===== config.mk =====
export PLATFORM = sky130hd
export DESIGN_NAME = digit_serial_adder
export DESIGN_NICKNAME = d
export VERILOG_FILES = /design/src/rtl/digit_serial_adder.sv
export SDC_FILE = /design/constraint.sdc
export NUM_CORES = 1
export LEC_CHECK = 0
export BUFFER_PORTS_ARGS = -buffer_cell sky130_fd_sc_hd__buf_4
export CORE_MARGIN = 2
export CORE_UTILIZATION = 58
export CTS_CLUSTER_SIZE = 10
export DETAILED_ROUTE_END_ITERATION = 8
export GPL_TIMING_DRIVEN = 0
export PLACE_DENSITY = 0.84
export SYNTH_ARGS = -nofsm -noshare
export SYNTH_HDL_FRONTEND = slang
export SYNTH_SLANG_ARGS = --single-unit

===== constraint.sdc =====
create_clock -name clk -period 6.9 [get_ports clk]
set_input_delay 1.725 -clock clk [delete_from_list [all_inputs] [get_ports clk]]
set_output_delay 1.725 -clock clk [all_outputs]
set_load 0.1 [all_outputs]

===== src/rtl/digit_serial_adder.sv =====
// Digit-serial adder/subtractor: one CHUNK-bit ripple digit per cycle, carry registered between
// digits. Define DIGIT_SERIAL_ADDER_OVF_EN to add the registered signed-overflow output ovf.
module digit_serial_adder #(
   parameter int unsigned WIDTH = 16,
   parameter int unsigned CHUNK = 4
) (
   input  logic             clk,
   input  logic             rst_n,
   input  logic             start,
   input  logic             sub,
   input  logic [WIDTH-1:0] a,
   input  logic [WIDTH-1:0] b,
   input  logic             cin,
   output logic             busy,
   output logic             done,
   output logic [WIDTH-1:0] sum,
   output logic             cout
`ifdef DIGIT_SERIAL_ADDER_OVF_EN
  ,output logic             ovf
`endif
);

   localparam int unsigned NDIG = WIDTH / CHUNK;
   localparam int unsigned DW   = (NDIG > 1) ? $clog2(NDIG) : 1;
   localparam logic [WIDTH-1:0] DigMask = WIDTH'({CHUNK{1'b1}});

   typedef enum logic [1:0] {StIdle, StRun, StDone} state_e;

   state_e           state_q, state_d;
   logic [WIDTH-1:0] a_q, a_d, b_q, b_d, sum_q, sum_d;
   logic             carry_q, carry_d, cout_q, cout_d;
   logic             busy_q, busy_d, done_q, done_d;
   logic [DW-1:0]    dig_q, dig_d;

   logic [CHUNK-1:0] a_dig, b_dig, s_dig;
   logic             chain_c;
   int unsigned      base;

`ifdef DIGIT_SERIAL_ADDER_OVF_EN
   logic ovf_q, ovf_d;
   logic c_msb;
`endif

   // Ripple chain over the currently selected digit.
   always_comb begin
      base    = 32'(dig_q) * CHUNK;
      a_dig   = CHUNK'(a_q >> base);
      b_dig   = CHUNK'(b_q >> base);
      s_dig   = '0;
      chain_c = carry_q;
      for (int i = 0; i < int'(CHUNK); i++) begin
         s_dig[i] = a_dig[i] ^ b_dig[i] ^ chain_c;
         chain_c  = (a_dig[i] & b_dig[i]) | (chain_c & (a_dig[i] ^ b_dig[i]));
      end
`ifdef DIGIT_SERIAL_ADDER_OVF_EN
      c_msb = s_dig[CHUNK-1] ^ a_dig[CHUNK-1] ^ b_dig[CHUNK-1];
`endif
   end

   always_comb begin
      state_d = state_q;
      a_d     = a_q;
      b_d     = b_q;
      sum_d   = sum_q;
      carry_d = carry_q;
      cout_d  = cout_q;
      busy_d  = busy_q;
      done_d  = 1'b0;
      dig_d   = dig_q;
`ifdef DIGIT_SERIAL_ADDER_OVF_EN
      ovf_d   = ovf_q;
`endif
      unique case (state_q)
         StIdle, StDone: begin
            if (start) begin
               a_d     = a;
               b_d     = sub ? ~b : b;
               carry_d = sub ? 1'b1 : cin;
               dig_d   = '0;
               busy_d  = 1'b1;
               state_d = StRun;
            end else begin
               busy_d  = 1'b0;
               state_d = StIdle;
            end
         end
         StRun: begin
            sum_d   = (sum_q & ~(DigMask << base)) | (WIDTH'(s_dig) << base);
            carry_d = chain_c;
            if (dig_q == DW'(NDIG - 1)) begin
               cout_d  = chain_c;
`ifdef DIGIT_SERIAL_ADDER_OVF_EN
               ovf_d   = c_msb ^ chain_c;
`endif
               busy_d  = 1'b0;
               done_d  = 1'b1;
               state_d = StDone;
            end else begin
               dig_d = dig_q + DW'(1);
            end
         end
         default: begin
            busy_d  = 1'b0;
            state_d = StIdle;
         end
      endcase
   end

   always_ff @(posedge clk or negedge rst_n) begin
      if (!rst_n) begin
         state_q <= StIdle;
         a_q     <= '0;
         b_q     <= '0;
         sum_q   <= '0;
         carry_q <= 1'b0;
         cout_q  <= 1'b0;
         busy_q  <= 1'b0;
         done_q  <= 1'b0;
         dig_q   <= '0;
`ifdef DIGIT_SERIAL_ADDER_OVF_EN
         ovf_q   <= 1'b0;
`endif
      end else begin
         state_q <= state_d;
         a_q     <= a_d;
         b_q     <= b_d;
         sum_q   <= sum_d;
         carry_q <= carry_d;
         cout_q  <= cout_d;
         busy_q  <= busy_d;
         done_q  <= done_d;
         dig_q   <= dig_d;
`ifdef DIGIT_SERIAL_ADDER_OVF_EN
         ovf_q   <= ovf_d;
`endif
      end
   end

   assign busy = busy_q;
   assign done = done_q;
   assign sum  = sum_q;
   assign cout = cout_q;
`ifdef DIGIT_SERIAL_ADDER_OVF_EN
   assign ovf  = ovf_q;
`endif

endmodule


After elaboration in Yosys (flattened, before gate mapping) --
Index checks and enable logic that the tools add are counted.
Storage, ports and cells: output and inout bits 19, word-level logic and storage cells 66, input bits 37, bits in registers 56
Cells by class: bitwise operators 24, eq/ne operators 6, shifts and indexed selects 4, reduce and logical (&&, ||, !) cells 7, add/subtract/negate cells 1, multiplexer cells 15
Operator list (count):
- NOT 16 bit | 2
- right shift 16 x 4 -> 4 bit | 2
- AND 16 bit | 1
- two-way mux 16 bit | 1
- bitwise OR 16 bit | 1
- left shift 4 x 4 -> 16 bit | 1
- left shift 4 x 4 -> 16 bit (first input constant) | 1
- AND 1 bit | 8
- one-hot mux 2 bit (2 select lines) | 2
- XOR 1 bit | 8
- two-way mux 1 bit | 7
- two-way mux 2 bit | 3
- inequality test 2 bit (second input constant) | 3
- AND reduction 2 bit | 3
- == test 2 bit (second input constant) | 2
- bitwise OR 1 bit | 4
- one-hot mux 1 bit (2 select lines) | 2
- AND reduction 3 bit | 1
- adder 2 x 1 -> 2 bit (second input constant) | 1
- == test 2 x 1 -> 1 bit (second input constant) | 1
- logical NOT 2 bit | 1
- nonzero test 2 bit | 1
- OR reduction 2 bit | 1

Longest topological paths before layout --
Gate-level depths: netlist of the first run.
depth after elaboration 11, gate-level depth with buffers 12, mapped depth without buffers 11

Worst setup path after synthesis of the first run --
No wires, ideal clock.
kind register -> register, start point register dig_q[0], end point register sum_q[11] (netlist: sum[11]), clock period less this slack 2.746 ns, slack 4.154 ns, data arrival time 2.623 ns, path buffers 1, data required time 6.777 ns, library setup time 0.123 ns, cell stages (with the launch flop) 12, cell sequence dfrtp_1 > buf_6 > mux4_1 > inv_1 > fa_1 > inv_1 > fa_1 > inv_1 > fa_1 > inv_1 > fa_1 > a32o_1
Between the ends: cells in the longest elaborated chain, start to end 11, elaborated cells on any way between the ends 21, classes of those cells 4 x shift; 17 x bitwise
RTL lines:
- from (decl) | line 33 | logic [DW-1:0] dig_q, dig_d;
- from (signal assigned) | line 132 | dig_q <= dig_d;
- right shift 16 x 4 -> 4 bit (on tied branches) | line 47, 48
- XOR 1 bit | line 53 | chain_c = (a_dig[i] & b_dig[i]) | (chain_c & (a_dig[i] ^ b_dig[i]));
- AND 1 bit | line 53
- bitwise OR 1 bit | line 53
- AND 1 bit | line 53
- bitwise OR 1 bit | line 53
- AND 1 bit | line 53
- bitwise OR 1 bit | line 53
- XOR 1 bit | line 52 | s_dig[i] = a_dig[i] ^ b_dig[i] ^ chain_c;
- left shift 4 x 4 -> 16 bit | line 88 | sum_d = (sum_q & ~(DigMask << base)) | (WIDTH'(s_dig) << base);
- bitwise OR 16 bit (*) | line 88
- to (signal assigned) | line 127 | sum_q <= sum_d;
- to (decl) | line 30 | logic [WIDTH-1:0] a_q, a_d, b_q, b_d, sum_q, sum_d;
Mark *: on every way between the ends. The rest lies on a longest branch, timed or not. A chain may end at the register's enable or synchronous reset.

Worst setup path after layout of the first run --
start point register dig_q[0], end point register sum_q[3] (netlist: sum[3])
Same word-level chain as after synthesis.

==> results.toml, run 1 <==
[worst_setup_path]
reg2reg_slack_ns = 3.86
cp.required_ns = 7.10
worstSetupStartpointType = "flop"
slowest_stage = "mux4_1"
critPathMaxFanout = 7
worstSetupPathType = "reg2reg"
crit_chain = "buf_6 -> mux4_1 -> inv_1 -> fa_1 -> inv_1 -> fa_1 -> inv_1 -> fa_1 -> inv_1 -> fa_1 -> a32o_1"
cp-end-kind = "flop"
r2r-end = "sum[3]"
cp_slowest_stage_delay_ns = 0.57
endpoint = "sum[3]"
arrival_ns = 3.24
worstSetupStartpoint = "dig_q[0]"
reg2reg_from = "dig_q[0]"
reg2regPathDepth = 11

[cts]
cts_hold_buffers = 0
ctsLongestPathBuffers = 2
ctsHtreeMaxLevel = 2
cts_sinks = 56
clk_latency_ns = 0.32
cts_resized = 0
root_buffer = "clkbuf_8"
numCtsBuffers = 5
clkTransAtPathRegs_ns = 0.09
cts_tree = "built"
post_cts_buffers = 0

[grt]
grt_pass1_vias = 1759
track_usage = 0.2206
grt_pass1_wl_um = 8625
grt_max_degree = 57
grt-ovfl-total = 0
antenna_found_initial = 0

[timing]
fin_worst_skew_ns = 0.01144
final_max_slew_viol_count = 0
fin_crit_sh = 0.4399
hold_viol = 0
setup_viol = 0
setup_tns_ns = 0
max_slew_margin = 0.5429
worst_slew_pin_slew_ns = 0.6857
worst_slack_ns = 3.864
rsz0062_at_grt = "false"
fmax_mhz = 329.4
layout_min_cycle_time_ns = 3.036

[floorplan]
rows = 24
dieWidth_um = 72.04
ios = 56
start_util = 0.6083
dieArea_mm2 = 0.005190
die_h_um = 72.04
coreArea_mm2 = 0.004414

[yosys]
ys_types = 27
synth_area_leaders = "dfrtp_1 (52%), mux2_4 (6.7%), mux4_1 (5.9%), xnor2_1 (5.2%), o21ai_0 (3.5%)"
synth_ff_type = "dfrtp_1"
syn_area_mm2 = 0.002685
yosysTopAreaCellShare = 0.5219
yosysWarningCount = 0
async_flop_share = 1.000
syn_nets = 248
syn_inst = 203
avgSynthCellArea_um2 = 13.23
synth_top_area_cell = "dfrtp_1"
synth-edff-count = 0
ys_seq_elements = 56
yosysSeqAreaShare = 0.5219

[place]
dpl_cell_area_mm2 = 0.003156
portBuffers = 54
dp_slack_ns = 3.862
gp_congestion = 0.7757
place_hpwl_um = 3847

[routing]
drt_iter0_drc = 83
num_vias = 1760
viasPerCell = 5.552
drtAntennaViolNets = 0
drcViolationCount = 0
dr.pass1.iters = 4
routed_wl_um = 5178
wire_per_inst_um = 16.33

[flow_run]
max_cap_violations = 0

[cells_and_area]
stdcell_area_mm2 = 0.003249
finalNetCount = 309
drive_above_1_share = 0.3509
antenna_cells = 0
areaGrowthSynthToFinish_pct = 21.02
nFillCells = 321

[hold_path]
min_path_type = "reg2reg"

[outcome]
status = "finished, final reports clean"
==> sequential cells by signal, summed over array words and instances, names as in the netlist <==
| register | flops |
|---|---|
| a_q | 16 |
| b_q | 16 |
| sum | 16 |
| dig_q | 2 |
| state_q | 2 |
| busy | 1 |
| carry_q | 1 |
| cout | 1 |
| done | 1 |
==> layout by cell type, fill, tap and decap left out, types with 2 or more instances in the layout <==
| cell type | netlist | final |
|---|---|---|
| o2bb2ai_1 | 2 | 2 |
| a22o_1 | 6 | 6 |
| nor2_1 | 5 | 5 |
| mux2_2 | 5 | 5 |
| buf_6 | 5 | 5 |
| buf_4 | 2 | 56 |
| buf_2 | 3 | 3 |
| mux4_1 | 6 | 6 |
| xnor2_1 | 16 | 16 |
| mux4_2 | 2 | 2 |
| fa_1 | 4 | 4 |
| nand2_1 | 24 | 24 |
| o21ai_0 | 19 | 19 |
| inv_1 | 14 | 14 |
| nand3_1 | 2 | 2 |
| a32o_1 | 8 | 8 |
| ha_1 | 4 | 4 |
| dfrtp_1 | 56 | 56 |
| clkbuf_8 | 0 | 6 |
| mux2_4 | 12 | 12 |
==> stage by stage <==
stage	cells	utilization	hold WS [ns]
floorplan	203	-	0.4416
global placement	309	0.7149	0.4532
detailed placement	309	0.7149	0.4677
CTS	317	0.7361	0.4903
global route	317	0.7361	0.5107
finish	317	0.7361	0.4892
==> Yosys cell counts, types with 5 or more instances <==
| master | number |
|---|---|
| a22o_1 | 6 |
| nand2_1 | 24 |
| o21ai_0 | 19 |
| a32o_1 | 8 |
| xnor2_1 | 16 |
| mux4_1 | 6 |
| inv_1 | 14 |
| nor2_1 | 5 |
| buf_6 | 5 |
| dfrtp_1 | 56 |
| mux2_4 | 12 |
| mux2_2 | 5 |
==> layer usage <==
metal / up-vias / wire (um) / track usage
met3: 6 / 298 / 0.05139
met1: 868 / 2245 / 0.2938
met5: - / 0 / 0
met2: 59 / 2589 / 0.3704
met4: 0 / 44 / 0.05660
li1: 827 / - / -
==> cells by family (layout without fill, tap and decap cells) <==
logic type | Yosys count | after routing | synth area share
AOI/OAI and AO/OA | 37 | 37 | 0.09693
xor gates and xnor gates | 16 | 16 | 0.05219
adders and majority gates | 8 | 8 | 0.04846
buffers and inverters | 26 | 88 | 0.05917
DFF | 56 | 56 | 0.5219
muxes | 25 | 25 | 0.1636
and+or+nand+nor | 35 | 35 | 0.05779
==> area by class of cell <==
type | instances | area (um^2) | share of cell area
clock inverter | 1 | 7.507 | 0.002310
buffer | 12 | 106.4 | 0.03273
clock buffer | 7 | 86.33 | 0.02657
multi-input combinational | 121 | 1125 | 0.3462
inverter | 14 | 52.55 | 0.01617
timing repair buffer | 54 | 405.4 | 0.1248
tap | 52 | 65.06 | 0.02002
sequential | 56 | 1401 | 0.4313
==> how the worst min path moves through the flow <==
stage                  from  endpoint  slack [ns]  depth (start not counted)
finish               b_q[3]    b_q[3]        0.49                          2
floorplan            b_q[4]    b_q[4]        0.44                          2
CTS                  b_q[3]    b_q[3]        0.49                          2
global route         b_q[3]    b_q[3]        0.51                          2
detailed placement   b_q[3]    b_q[3]        0.47                          2
global placement    b_q[14]   b_q[14]        0.45                          2
==> worst max-delay path, delay by kind of cell (launching register included) <==
kind / cells / cell delay (ns)
AOI/OAI and AO/OA: 1 / 0.26
muxes: 1 / 0.57
adders and majority gates: 4 / 1.23
DFF: 1 / 0.40
buffers and inverters: 5 / 0.46
Power of run 1 is left out: the tool's default activity adds up to more than one toggle a clock period on the data nets, which glitch-free logic cannot reach.
==> inputs of run 2 (changes only) <==
Settings changed: ABC_AREA set to 1, CORE_UTILIZATION 58 to 55, PLACE_DENSITY 0.84 to 0.8.
Clock period 6.9 ns to 2.9 ns, I/O delays scaled along.
==> results.toml, run 2 <==
[outcome]
status = "finished, final reports clean"

[grt]
grt_pass1_vias = 2326
antenna_found_initial = 0
grt-ovfl-total = 0
track_usage = 0.2319
grt_pass1_wl_um = 10010
grt_max_degree = 57

[routing]
drt_iter0_drc = 100
routed_wl_um = 5941
viasPerCell = 4.863
wire_per_inst_um = 11.76
num_vias = 2456
drcViolationCount = 0
drtAntennaViolNets = 0
dr.pass1.iters = 4

[timing]
worst_slack_ns = 0.1578
setup_viol = 0
layout_min_cycle_time_ns = 2.742
worst_slew_pin_slew_ns = 0.6682
final_max_slew_viol_count = 0
setup_tns_ns = 0
hold_viol = 0
fmax_mhz = 364.7
whs_ns = 0.4504
max_slew_margin = 0.5546
fin_crit_sh = 0.9456
fin_worst_skew_ns = 0.007520

[cts]
clkTransAtPathRegs_ns = 0.09
cts_hold_buffers = 0
clk_latency_ns = 0.32
root_buffer = "clkbuf_8"
cts_tree = "built"
cts_sinks = 56
ctsHtreeMaxLevel = 2
ctsLongestPathBuffers = 2
numCtsBuffers = 5

[cells_and_area]
seq_area_mm2 = 0.001404
areaGrowthSynthToFinish_pct = 22.85
antenna_cells = 0
layout.cells.non_filler = 505
final_cell_mix = "nand2_1 (178), buf_4 (60), dfrtp_1 (54)"
drive_above_1_share = 0.2276
nFillCells = 441
finalNetCount = 480
final_common_cell = "nand2_1"
multi_input_comb_area_mm2 = 0.001224

[yosys]
synth_common_cells = "nand2_1 (178), dfrtp_1 (56), inv_1 (35)"
yosysTopAreaCellShare = 0.4932
ys_seq_elements = 56
syn_nets = 415
ys_types = 19
yosysSeqAreaShare = 0.4932
syn_area_mm2 = 0.002841
synth_most_common_cell = "nand2_1"
synth_ff_type = "dfrtp_1"
async_flop_share = 1.000
synth_area_leaders = "dfrtp_1 (49%), nand2_1 (24%), nand3_1 (4.9%), inv_1 (4.6%), fa_1 (2.8%)"
syn_inst = 370
yosysWarningCount = 0
avgSynthCellArea_um2 = 7.680
synth-edff-count = 0
synth_top_area_cell = "dfrtp_1"

[worst_setup_path]
reg2reg_slack_ns = 0.16
cp-end-kind = "flop"
critPathMaxFanout = 10
arrival_ns = 3.00
cp.required_ns = 3.15
worstSetupPathType = "reg2reg"
worstSetupStartpointType = "flop"

[place]
dp_slack_ns = -0.09622
portBuffers = 54
dp_cells = 494
place_hpwl_um = 4413
gp_congestion = 0.7857

[floorplan]
die_h_um = 75.88
start_util = 0.5635
coreArea_mm2 = 0.005042
rows = 26
dieArea_mm2 = 0.005757
ios = 56
dieWidth_um = 75.88

[hold_path]
min_path_type = "in2async"

[flow_run]
max_cap_violations = 0
[run 2: changes by cell type in the layout (fill, tap and decap cells not counted), moves of 8 or more]
cell,change
nand2_1,+154
nand3_1,+26
inv_1,+19
xnor2_1,-16
mux2_4,-12
nor2_1,+10
a32o_1,-8
or2_2,+8
[run 2: cell families after synthesis]
logic type / share of synthesized area
buffers and inverters: 0.07794
and+or+nand+nor: 0.3443
AOI/OAI and AO/OA: 0.03875
adders and majority gates: 0.04580
DFF: 0.4932
[run 2: critical path: stages, from the launching register on]
cell,delay (ns)
dfrtp_2,0.46
buf_4,0.19
a21oi_1,0.13
o21ai_1,0.09
nand2_1,0.09
fa_2,0.19
inv_1,0.05
fa_1,0.35
inv_1,0.08
fa_2,0.20
inv_2,0.04
fa_1,0.52
inv_1,0.04
nor2_1,0.11
nand2_1,0.08
nand2_1,0.07
[run 2: final cells by class]
type                    instances  share of cell area
flip-flops and latches         56              0.4022
multi-input cells             264              0.3505
well taps                      70             0.02509
repair buffers                 58              0.1247
inverters                      36             0.03943
plain buffers                  14             0.03047
clock buffers                   7             0.02760
[run 2: timing repair]
item                       4_1_cts  5_1_grt
setup endpoints to repair        4        4
pin swaps                        0        2
gates resized for setup          4       17
buffers inserted                 0        4
[run 2: metrics by stage]
| stage | cell area [um^2] | util |
|---|---|---|
| after floorplan | 2841 | - |
| after global placement | 3334 | 0.6613 |
| after detailed placement | 3334 | 0.6613 |
| after CTS | 3437 | 0.6816 |
| after global routing | 3491 | 0.6923 |
| final | 3491 | 0.6923 |
[run 2: worst paths after layout]
kind / from / end / cells after the start
max: dig_q[0] / sum[11] / 15
max reg2reg: dig_q[0] / sum[11] / 15
min in group clk: sum[9] / sum[9] / 2
max in group asynchronous: rst_n / dig_q[1] / 1
min: rst_n / a_q[5] / 1
min reg2reg: sum[9] / sum[9] / 2
[run 2: routing by layer]
metal	part of all wire	vias up	GRT usage	wire length, um
met5	0	-	0	0
met4	0.019	0	0.07212	112
met3	0.050	10	0.04894	295
met2	0.48	60	0.3994	2823
met1	0.46	1128	0.2922	2709
li1	-	1258	-	-
Power of run 2 is left out for the same reason.
==> inputs of run 3 (changes only) <==
Settings changed: REMOVE_ABC_BUFFERS set to 1.
==> results.toml, run 3 (same netlist as run 2, synthesis figures left out) <==
[grt]
grt_pass1_wl_um = 9577
grt_use_met1 = 0.2809
grt_max_degree = 57
grt-ovfl-total = 0
antenna_found_initial = 0
grt-busiest-layer = "met2"
track_usage = 0.2184
grt_pass1_vias = 2224
grt_use_met3 = 0.03571
grtUsageMet2 = 0.3946

[routing]
drtAntennaViolNets = 0
num_vias = 2423
viasPerCell = 4.846
dr.pass1.iters = 4
drcViolationCount = 0
routed_wl_um = 5747
drt_iter0_drc = 187
wire_per_inst_um = 11.49

[worst_setup_path]
cp.required_ns = 3.11
worstSetupStartpointType = "flop"
critPathMaxFanout = 7
cp-end-kind = "flop"
arrival_ns = 2.94
worstSetupPathType = "reg2reg"

[timing]
max_slew_margin = 0.4254
whs_ns = 0.4388
layout_min_cycle_time_ns = 2.734
final_max_slew_viol_count = 0
fin_worst_skew_ns = 0.01518
rsz0062_at_grt = "false"
hold_viol = 0
fin_crit_sh = 0.9428
fmax_mhz = 365.8
worst_slew_pin_slew_ns = 0.8599
setup_tns_ns = 0
setup_viol = 0

[cts]
cts_sinks = 56
ctsLongestPathBuffers = 2
clk_latency_ns = 0.31
ctsHtreeMaxLevel = 2
cts_tree = "built"
root_buffer = "clkbuf_8"
clkTransAtPathRegs_ns = 0.11
numCtsBuffers = 5

[hold_path]
min_path_type = "in2async"

[floorplan]
rows = 26
ios = 56
start_util = 0.5635
die_h_um = 75.88
dieWidth_um = 75.88
coreArea_mm2 = 0.005042
dieArea_mm2 = 0.005757

[place]
portBuffers = 55
gp_congestion = 0.8454
place_hpwl_um = 3982

[cells_and_area]
final_common_cell = "nand2_1"
final_cell_mix = "nand2_1 (178), buf_4 (65), dfrtp_1 (54)"
drive_above_1_share = 0.2140
antenna_cells = 0
fin_util = 0.6849
areaGrowthSynthToFinish_pct = 21.53
finalNetCount = 474

[outcome]
status = "finished, final reports clean"

[flow_run]
max_cap_violations = 0
==> run 3: cell count changes in the layout (fill, tap and decap cells not counted), sizes merged <==
| cell | before | now |
|---|---|---|
| buf | 71 | 66 |
| clkbuf | 8 | 5 |
| clkinvlp | 0 | 3 |
| clkinv | 0 | 1 |
| inv | 36 | 35 |
==> run 3: final cells by class <==
type / instances / area, um^2
fill: 440 / 1589
timing repair buffer: 66 / 499.2
clock inverter: 3 / 23.77
clock buffer: 5 / 68.82
multi-input combinational: 264 / 1221
inverter: 36 / 146.4
tap: 70 / 87.58
sequential: 56 / 1406
==> run 3: final timing paths <==
path	startpoint	to	slack, ns	depth (start not counted)
max	dig_q[0]	sum[15]	0.17	15
max reg2reg	dig_q[0]	sum[15]	0.17	15
min	rst_n	a_q[15]	0.44	1
max in group asynchronous	rst_n	dig_q[0]	1.93	1
min reg2reg	sum[8]	sum[8]	0.48	2
min in group clk	sum[8]	sum[8]	0.48	2
==> run 3: critical path: stages, from the launching register on <==
cell and delay (ns):
dfrtp_4 0.54, clkinvlp_4 0.13, nand2_1 0.06, nand3_1 0.06, nand2_1 0.07, fa_2 0.36, inv_1 0.07, fa_1 0.15
inv_1 0.05, fa_1 0.36, inv_1 0.09, fa_1 0.45, nand2_1 0.09, inv_1 0.05, nand2_1 0.06, nand2_1 0.06
==> run 3: routing by layer <==
layer	routed length (um)	vias up
met1	2604	1125
met3	246	2
met4	19	0
met5	0	-
met2	2877	53
li1	-	1243
==> run 3: per-stage QoR <==
step | setup WS, ns | instances | area [um^2]
2_1_floorplan | -0.1072 | 356 | 2755
3_3_place_gp | -0.6982 | 481 | 3256
3_5_place_dp | -0.7225 | 481 | 3256
4_1_cts | 0.03113 | 492 | 3386
5_1_grt | 0.007681 | 500 | 3453
6_report | 0.1660 | 500 | 3453
==> run 3: timing repair <==
action                     CTS  global route
setup buffers                3             8
hold endpoints to repair     0             0
pin swaps                    0             1
hold buffers                 0             0
setup endpoints to repair   14             4
gates resized for setup      5             3
Power of run 3 is left out for the same reason.
